--- src/rtl/core_if_id.sv ---
// IF->ID pipeline register as a small elastic FIFO: holds fetched {inst, addr}
// pairs while decode stalls, drops everything on redirect, and shows a NOP bubble when empty.
module core_if_id #(
  parameter int                    INST_WIDTH = 32,
  parameter int                    ADDR_WIDTH = 32,
  parameter logic [INST_WIDTH-1:0] NOP_INST   = 32'h00000013,
  parameter int                    DEPTH      = 2
) (
  input  logic                       clk,
  input  logic                       rst,
  input  logic                       if_valid_in,
  output logic                       if_ready_out,
  input  logic [INST_WIDTH-1:0]      inst_in,
  input  logic [ADDR_WIDTH-1:0]      inst_addr_in,
  input  logic                       flush_in,
  input  logic                       id_ready_in,
  output logic                       inst_valid_out,
  output logic [INST_WIDTH-1:0]      inst_out,
  output logic [ADDR_WIDTH-1:0]      inst_addr_out,
  output logic [$clog2(DEPTH):0]     count_out
);

  localparam int PTR_W = $clog2(DEPTH);
  localparam int CNT_W = PTR_W + 1;
  localparam logic [CNT_W-1:0] FULL_CNT = CNT_W'(DEPTH);

  logic [PTR_W-1:0]      wr_ptr_q, wr_ptr_d;
  logic [PTR_W-1:0]      rd_ptr_q, rd_ptr_d;
  logic [CNT_W-1:0]      count_q, count_d;
  logic [INST_WIDTH-1:0] inst_mem_q [DEPTH];
  logic [INST_WIDTH-1:0] inst_mem_d [DEPTH];
  logic [ADDR_WIDTH-1:0] addr_mem_q [DEPTH];
  logic [ADDR_WIDTH-1:0] addr_mem_d [DEPTH];
  logic                  push;
  logic                  pop;

  // Handshake: a beat transfers on a side only in a cycle where both valid and
  // ready are high at the rising edge; ready never depends on the other side's
  // valid/ready, so there is no combinational path from id_ready_in to if_ready_out.
  assign if_ready_out   = (count_q != FULL_CNT);
  assign inst_valid_out = (count_q != '0);
  assign inst_out       = inst_valid_out ? inst_mem_q[rd_ptr_q] : NOP_INST;
  assign inst_addr_out  = inst_valid_out ? addr_mem_q[rd_ptr_q] : '0;
  assign count_out      = count_q;

  always_comb begin
    push       = if_valid_in & if_ready_out & ~flush_in;
    pop        = inst_valid_out & id_ready_in & ~flush_in;
    wr_ptr_d   = wr_ptr_q;
    rd_ptr_d   = rd_ptr_q;
    count_d    = count_q;
    inst_mem_d = inst_mem_q;
    addr_mem_d = addr_mem_q;
    if (flush_in) begin
      // Redirect: every held entry and any incoming fetch is stale.
      wr_ptr_d = '0;
      rd_ptr_d = '0;
      count_d  = '0;
    end else begin
      if (push) begin
        inst_mem_d[wr_ptr_q] = inst_in;
        addr_mem_d[wr_ptr_q] = inst_addr_in;
        wr_ptr_d             = wr_ptr_q + PTR_W'(1);
      end
      if (pop) begin
        rd_ptr_d = rd_ptr_q + PTR_W'(1);
      end
      case ({push, pop})
        2'b10:   count_d = count_q + CNT_W'(1);
        2'b01:   count_d = count_q - CNT_W'(1);
        default: count_d = count_q;
      endcase
    end
  end

  always_ff @(posedge clk) begin
    if (rst) begin
      wr_ptr_q <= '0;
      rd_ptr_q <= '0;
      count_q  <= '0;
    end else begin
      wr_ptr_q <= wr_ptr_d;
      rd_ptr_q <= rd_ptr_d;
      count_q  <= count_d;
    end
  end

  // Storage needs no reset: it is only ever read while count_q says it is valid.
  always_ff @(posedge clk) begin
    inst_mem_q <= inst_mem_d;
    addr_mem_q <= addr_mem_d;
  end

endmodule

--- config.mk ---
export PLATFORM = sky130hd
export DESIGN_NAME = core_if_id
export DESIGN_NICKNAME = d
export VERILOG_FILES = /design/src/rtl/core_if_id.sv
export SDC_FILE = /design/constraint.sdc
export NUM_CORES = 1
export LEC_CHECK = 0
export ABC_AREA = 1
export CORE_MARGIN = 10
export CORE_UTILIZATION = 49
export DETAILED_ROUTE_END_ITERATION = 8
export HOLD_SLACK_MARGIN = 0.08
export PLACE_DENSITY = 0.8
export SLEW_MARGIN = 20
export SYNTH_ARGS = -nofsm -noshare
export SYNTH_HDL_FRONTEND = slang
export SYNTH_SLANG_ARGS = --single-unit
--- constraint.sdc ---
create_clock -name clk -period 5.33 [get_ports clk]
set_input_delay 0.7995 -clock clk [delete_from_list [all_inputs] [get_ports clk]]
set_output_delay 0.7995 -clock clk [all_outputs]
set_load 0.05 [all_outputs]
==> results of run 1 <==
-- layout make-up --
cell class | count | area share
inverters | 8 | 0.00539
well taps | 140 | 0.0243
multi-input cells | 219 | 0.164
clock buffers | 26 | 0.0650
repair buffers | 139 | 0.192
clock inverters | 6 | 0.00417
flip-flops and latches | 132 | 0.545
-- critical path, stage by stage, from the launching register on --
cell and delay [ps]:
dfxtp_2 340, clkinv_2 660, nand2_1 390, a21oi_4 80
clkdlybuf4s50_1 740
-- per-stage QoR --
step | utilization | total power [W] | std cells
2_1_floorplan | - | 0.00132 | 379
3_3_place_gp | 0.621 | 0.00141 | 638
3_5_place_dp | 0.621 | 0.00141 | 638
4_1_cts | 0.667 | 0.00238 | 670
5_1_grt | 0.667 | 0.00244 | 670
6_report | 0.667 | 0.00236 | 670
-- flip-flops by register name, summed over array words and instances (netlist names) --
name        cells
rd_ptr_q        1
addr_mem_q     64
count_out       2
inst_mem_q     64
wr_ptr_q        1
-- where the power goes --
group          switching (W)  internal [W]
logic               0.000127     0.0000848
registers         0.00000731       0.00117
clock network       0.000375      0.000590
total               0.000510       0.00185
-- synth_stat cells --
library cell,instances,share of area
clkbuf_1,1,0.00070
ha_1,1,0.0023
clkbuf_4,3,0.0042
nand3_1,4,0.0037
inv_2,3,0.0021
nand4_1,1,0.0012
nand2_1,136,0.095
buf_2,1,0.00093
nor3_1,1,0.00093
o21ai_1,1,0.00093
a21oi_2,59,0.096
a21oi_4,1,0.0030
dfxtp_1,4,0.015
xor2_1,1,0.0016
inv_1,4,0.0028
buf_6,1,0.0021
edfxtp_1,128,0.72
nor2_1,10,0.0070
inv_8,1,0.0021
buf_12,6,0.022
buf_4,8,0.011
nand2_8,1,0.0037
a21oi_1,3,0.0028
-- logic make-up (layout without fill, tap and decap cells) --
kind of cell	count (synthesis)	count (layout)	synth area share
buffers and inverters	28	179	0.0486
AOI/OAI and AO/OA	64	64	0.103
and+or+nand+nor	153	153	0.112
xor gates and xnor gates	1	1	0.00164
DFF	132	132	0.732
adders and majority gates	1	1	0.00233
-- placed cells by master, fill, tap and decap left out, types with 3 or more instances in the layout --
master           Yosys  routed
nand2_1            136     136
clkbuf_8             0       3
dfxtp_1              4       3
nand3_1              4       4
inv_2                3       3
buf_4                8       3
clkdlybuf4s50_1      0     136
a21oi_1              3       3
nor2_1              10       9
clkbuf_1             1       7
clkbuf_16            0      16
edfxtp_1           128     128
inv_1                4       3
a21oi_2             59      59
clkinv_2             0       7
-- per-layer routing --
metal | share of wire | global-route usage | vias to the layer above
met2 | 0.52 | 0.260 | 129
li1 | - | - | 1607
met5 | 0.0011 | 0 | -
met4 | 0.016 | 0.0555 | 2
met1 | 0.37 | 0.163 | 1621
met3 | 0.089 | 0.0719 | 21
-- worst paths after layout --
check                             startpoint           endpoint  slack, ps  cells after the start
worst max-delay path                rd_ptr_q  inst_addr_out[16]       1770                      4
worst min-delay path            count_out[1]       count_out[1]        550                      2
worst max register to register  count_out[0]     addr_mem_q[43]       2870                      5
worst min register to register  count_out[1]       count_out[1]        550                      2
==> out/results.txt, run 1 <==
largest net degree at the start of global routing -> 66
post-DP HPWL -> 7730 µm
Avg Inst Size Synth -> 14.1 µm²
critical path class -> flip-flop to primary output
Worst Skew -> 9.50 ps
final period utilization -> 0.667
H-tree levels -> 4
final worst slack -> 1770 ps
Distinct cells, synth -> 23
setup TNS -> 0 ps
Via density -> 5.04
final RePlAce weighted congestion -> 0.720
core box area -> 10800 µm²
Bufs on Longest Clock Path -> 2
postcts setup bufs -> 0
max_cap viols -> 0
design area -> 7200 µm²
syn nets -> 449
antenna violations before repair -> 1
status -> complete, no violations
Least-Margin Pin Slew -> 894 ps
GRT Total Usage -> 0.153
final slew viol count -> 0
Max IR drop VDD -> 0.000177 V
Clock Sinks -> 132
clock root buffer -> clkbuf_8
layout cells sized above 1 -> 0.181
hold buffers post-CTS -> 0
antenna viol nets, final -> 0
antenna diode count -> 0
CP arrival -> 2760 ps
clock transition time at the flip-flop clock pins of the worst setup and hold paths -> 60 ps
pwr dens -> 327 nW/µm²
die extent in x -> 125 µm
Initial Util -> 0.496
Hold WS -> 548 ps
Seq cells post-synth -> 132
Area Overhead vs Synth -> 34.4%
yosys warns -> 0
RSZ-0062 raised after global routing -> false
per-cell routed wire length -> 17.7 µm
crit end category -> primary output
CTS buffer count -> 17
fin nets -> 587
Worst EP required -> 4530 ps
Worst setup SP type -> flip-flop
placed cell area -> 6700 µm²
DRC -> 0
First-pass DRT Iterations -> 4
crit path time final -> 3560 ps
Overflow after GRT -> 0
Cell Rows -> 38
Fmax -> 0.281 GHz
pre-CTS setup slack -> 2020 ps
TritonCTS clock tree -> done
Final Hold Viols -> 0
drt initial violations -> 178
vias in the first global route -> 3507
Netlist Area Pre-Place -> 5360 µm²
first-pass GRT wire length -> 18900 µm
Final Setup Violations -> 0
clk_lat worst skew -> 510 ps
IO Port Bufs -> 136
register area share after synthesis -> 0.732
final WL -> 11900 µm
CTS resizes -> 0
Multi-input gate area -> 1180 µm²
Pleak -> 2.42 nW
via count -> 3380
Cells after Synth -> 379
Rel. slew slack -> 0.404
crit-path max FO -> 65
FF+latch area -> 3930 µm²
Die Y -> 125 µm
die area -> 15500 µm²
I/O pin count -> 137
Hold/Removal Path Class -> flip-flop to flip-flop
Fill cells -> 750
(Power assumes the default switching activity.)
==> run 2, diff against run 1 <==
==> constraint.sdc (replaced) <==
create_clock -name clk -period 3.35 [get_ports clk]
set_input_delay 0.5025 -clock clk [delete_from_list [all_inputs] [get_ports clk]]
set_output_delay 0.5025 -clock clk [all_outputs]
set_load 0.05 [all_outputs]
==> out/results.txt, run 2 (synthesis gave the netlist of run 1 again) <==
RSZ-0062 raised after global routing -> false
I/O pin count -> 137
post-DP HPWL -> 7520 µm
clock transition time at the flip-flop clock pins of the worst setup and hold paths -> 60 ps
Critical Path, Cell by Cell -> clkinv_2 -> nand2_1 -> a21oi_4 -> buf_12
Worst setup SP type -> flip-flop
final worst slack -> 668 ps
layout cells sized above 1 -> 0.314
vias in the first global route -> 3585
final period utilization -> 0.801
TritonCTS clock tree -> done
final slew viol count -> 0
Pleak -> 2.59 nW
Least-Margin Pin Slew -> 914 ps
core box area -> 10800 µm²
CTS resizes -> 0
crit path time final -> 2680 ps
placed cell area -> 6580 µm²
Clock Sinks -> 132
Overflow after GRT -> 0
Worst Skew -> 4.69 ps
clk_lat worst skew -> 500 ps
most frequent cells in the layout -> 136 x nand2_1, 128 x edfxtp_1, 72 x clkdlybuf4s50_1
CTS buffer count -> 17
Worst EP required -> 2850 ps
CP arrival -> 2180 ps
drt initial violations -> 176
Area Overhead vs Synth -> 33.7%
Via density -> 4.99
H-tree levels -> 4
WP buf/inv -> 2
Final Hold Viols -> 0
GRT Total Usage -> 0.145
Initial Util -> 0.496
via count -> 3353
antenna violations before repair -> 0
Final Setup Violations -> 0
Cell Rows -> 38
status -> complete, no violations
critical path class -> flip-flop to primary output
commonest non-fill, non-tap cell in the layout -> nand2_1
antenna diode count -> 0
pre-CTS setup slack -> 883 ps
final RePlAce weighted congestion -> 0.753
design area -> 7160 µm²
Max IR drop VDD -> 0.000274 V
max_cap viols -> 0
pwr dens -> 554 nW/µm²
antenna viol nets, final -> 0
Rel. slew slack -> 0.390
Hold/Removal Path Class -> input pin to flip-flop
fin nets -> 589
postcts setup bufs -> 0
per-cell routed wire length -> 17.0 µm
IO Port Bufs -> 136
Slowest cell on crit path -> clkinv_2
DRC -> 0
crit-path max FO -> 65
Fmax -> 0.373 GHz
hold buffers post-CTS -> 0
CP top delay family -> buffers and inverters
die extent in x -> 125 µm
setup TNS -> 0 ps
Die Y -> 125 µm
First-pass DRT Iterations -> 7
clock root buffer -> clkbuf_8
Worst path max stage delay -> 690 ps
total power -> 0.00397 W
Bufs on Longest Clock Path -> 2
crit end category -> primary output
largest net degree at the start of global routing -> 66
first-pass GRT wire length -> 18100 µm
die area -> 15500 µm²
final WL -> 11400 µm
[run 2: cell count changes in the layout (fill, tap and decap cells not counted), moves of 2 or more]
cell	previous run	this run
clkinvlp_4	0	2
clkinv_1	0	2
clkbuf_8	3	1
buf_4	3	67
bufinv_16	0	3
clkbuf_1	7	0
clkinv_4	0	2
buf_12	0	2
clkdlybuf4s50_1	136	72
[run 2: cell type report]
cell class / count / area [µm²]
Timing Repair Buffer: 141 / 1260
Multi-Input combinational cell: 219 / 1180
Tap cell: 140 / 175
Sequential cell: 132 / 3930
Fill cell: 759 / 3630
Clock inverter: 15 / 164
Clock buffer: 17 / 414
Inverter: 8 / 38.8
[run 2: power by group]
part	internal, W	switching, W	total, W
Clock	0.00112	0.000642	0.00176
Combinational	0.000129	0.000202	0.000331
Sequential	0.00186	0.0000112	0.00187
Total	0.00311	0.000854	0.00397
[run 2: per-layer routing]
layer / global-route usage / share of wire / vias up
met4: 0.0569 / 0.016 / 0
met3: 0.0532 / 0.064 / 18
met1: 0.160 / 0.41 / 1613
li1: - / - / 1614
met5: 0 / 0 / -
met2: 0.249 / 0.51 / 108
[run 2: through the flow]
step / instances / hold WS, ps / util
floorplan: 379 / 525 / -
global placement: 640 / 537 / 0.610
detailed placement: 640 / 569 / 0.610
CTS: 672 / 554 / 0.663
global route: 672 / 544 / 0.664
finish: 672 / 572 / 0.664
[run 2: final timing paths]
path,startpoint,to,slack (ps),depth (start not counted)
max,rd_ptr_q,inst_addr_out[16],670,4
max reg2reg,count_out[0],inst_mem_q[12],1400,5
min reg2reg,count_out[1],count_out[1],570,2
min,rst,count_out[0],570,2
==> run 3, diff against run 2 <==
==> constraint.sdc (replaced) <==
create_clock -name clk -period 2.6 [get_ports clk]
set_input_delay 0.39 -clock clk [delete_from_list [all_inputs] [get_ports clk]]
set_output_delay 0.39 -clock clk [all_outputs]
set_load 0.05 [all_outputs]
==> out/results.txt, run 3 (synthesis gave the netlist of run 1 again) <==
status -> complete, no violations
Worst EP required -> 2210 ps
final worst slack -> 159 ps
total power -> 0.00541 W
Fmax -> 0.410 GHz
Worst setup SP type -> flip-flop
CP arrival -> 2050 ps
Hold/Removal Path Class -> input pin to flip-flop
pre-CTS setup slack -> 493 ps
setup TNS -> 0 ps
post-DP HPWL -> 8760 µm
crit-path max FO -> 31
layout cells sized above 1 -> 0.323
per-cell routed wire length -> 18.7 µm
final RePlAce weighted congestion -> 0.729
Overflow after GRT -> 0
Max IR drop VDD -> 0.000488 V
critical path class -> flip-flop to primary output
commonest non-fill, non-tap cell in the layout -> nand2_1
hold buffers post-CTS -> 0
antenna violations before repair -> 0
crit path time final -> 2440 ps
vias in the first global route -> 3769
first-pass GRT wire length -> 20300 µm
Via density -> 5.03
DRC -> 0
Worst Skew -> 6.12 ps
final slew viol count -> 0
Die Y -> 125 µm
core box area -> 10800 µm²
CTS buffer count -> 17
H-tree levels -> 4
Bufs on Longest Clock Path -> 2
Final Hold Viols -> 0
drt initial violations -> 187
Cell Rows -> 38
die extent in x -> 125 µm
postcts setup bufs -> 0
antenna diode count -> 0
Clock Sinks -> 132
Initial Util -> 0.496
First-pass DRT Iterations -> 4
clk_lat worst skew -> 500 ps
largest net degree at the start of global routing -> 62
pwr dens -> 673 nW/µm²
TritonCTS clock tree -> done
design area -> 8040 µm²
Final Setup Violations -> 0
I/O pin count -> 137
CTS resizes -> 0
clock transition time at the flip-flop clock pins of the worst setup and hold paths -> 60 ps
fin nets -> 592
final WL -> 12600 µm
RSZ-0062 raised after global routing -> false
IO Port Bufs -> 136
Hold WS -> 459 ps
final period utilization -> 0.939
crit end category -> primary output
max_cap viols -> 0
clock root buffer -> clkbuf_8
GRT Total Usage -> 0.165
placed cell area -> 7410 µm²
Rel. slew slack -> 0.627
antenna viol nets, final -> 0
Pleak -> 2.80 nW
Least-Margin Pin Slew -> 560 ps
Area Overhead vs Synth -> 50.1%
die area -> 15500 µm²
most frequent cells in the layout -> 135 x nand2_1, 128 x edfxtp_1, 72 x clkdlybuf4s50_1
via count -> 3398
## run 3: layout make-up
cell class | count | area, µm²
multi-input cells | 219 | 1180
repair buffers | 144 | 2090
fillers | 633 | 2750
clock buffers | 17 | 414
flip-flops and latches | 132 | 3930
well taps | 140 | 175
clock inverters | 15 | 213
inverters | 8 | 41.3
## run 3: power breakdown
part / switching [W] / internal, W
Combinational: 0.000279 / 0.000239
Sequential: 0.0000162 / 0.00240
Clock: 0.000834 / 0.00164
Total: 0.00113 / 0.00428
## run 3: metal layers
layer  vias to the layer above  GRT usage  share of wire
met2                       107      0.292           0.55
met1                      1661      0.177           0.38
li1                       1618          -              -
met4                         0     0.0727          0.016
met5                         -          0              0
met3                        12     0.0506          0.055
## run 3: worst paths after layout
path / start / end / slack, ps / cells past startpoint
min: rst / count_out[0] / 460 / 2
max: rd_ptr_q / inst_addr_out[15] / 160 / 4
max reg2reg: count_out[0] / addr_mem_q[49] / 1080 / 5
min reg2reg: count_out[1] / count_out[1] / 550 / 2
## run 3: critical path, stage by stage (launching register included)
cell and delay (ps):
dfxtp_2 530, buf_4 390, nand2_1 120, a21oi_1 310, buf_12 180
## run 3: per-stage QoR
stage	util	cells
after floorplan	-	379
after global placement	0.687	643
after detailed placement	0.687	643
after CTS	0.745	675
after global routing	0.745	675
final	0.745	675
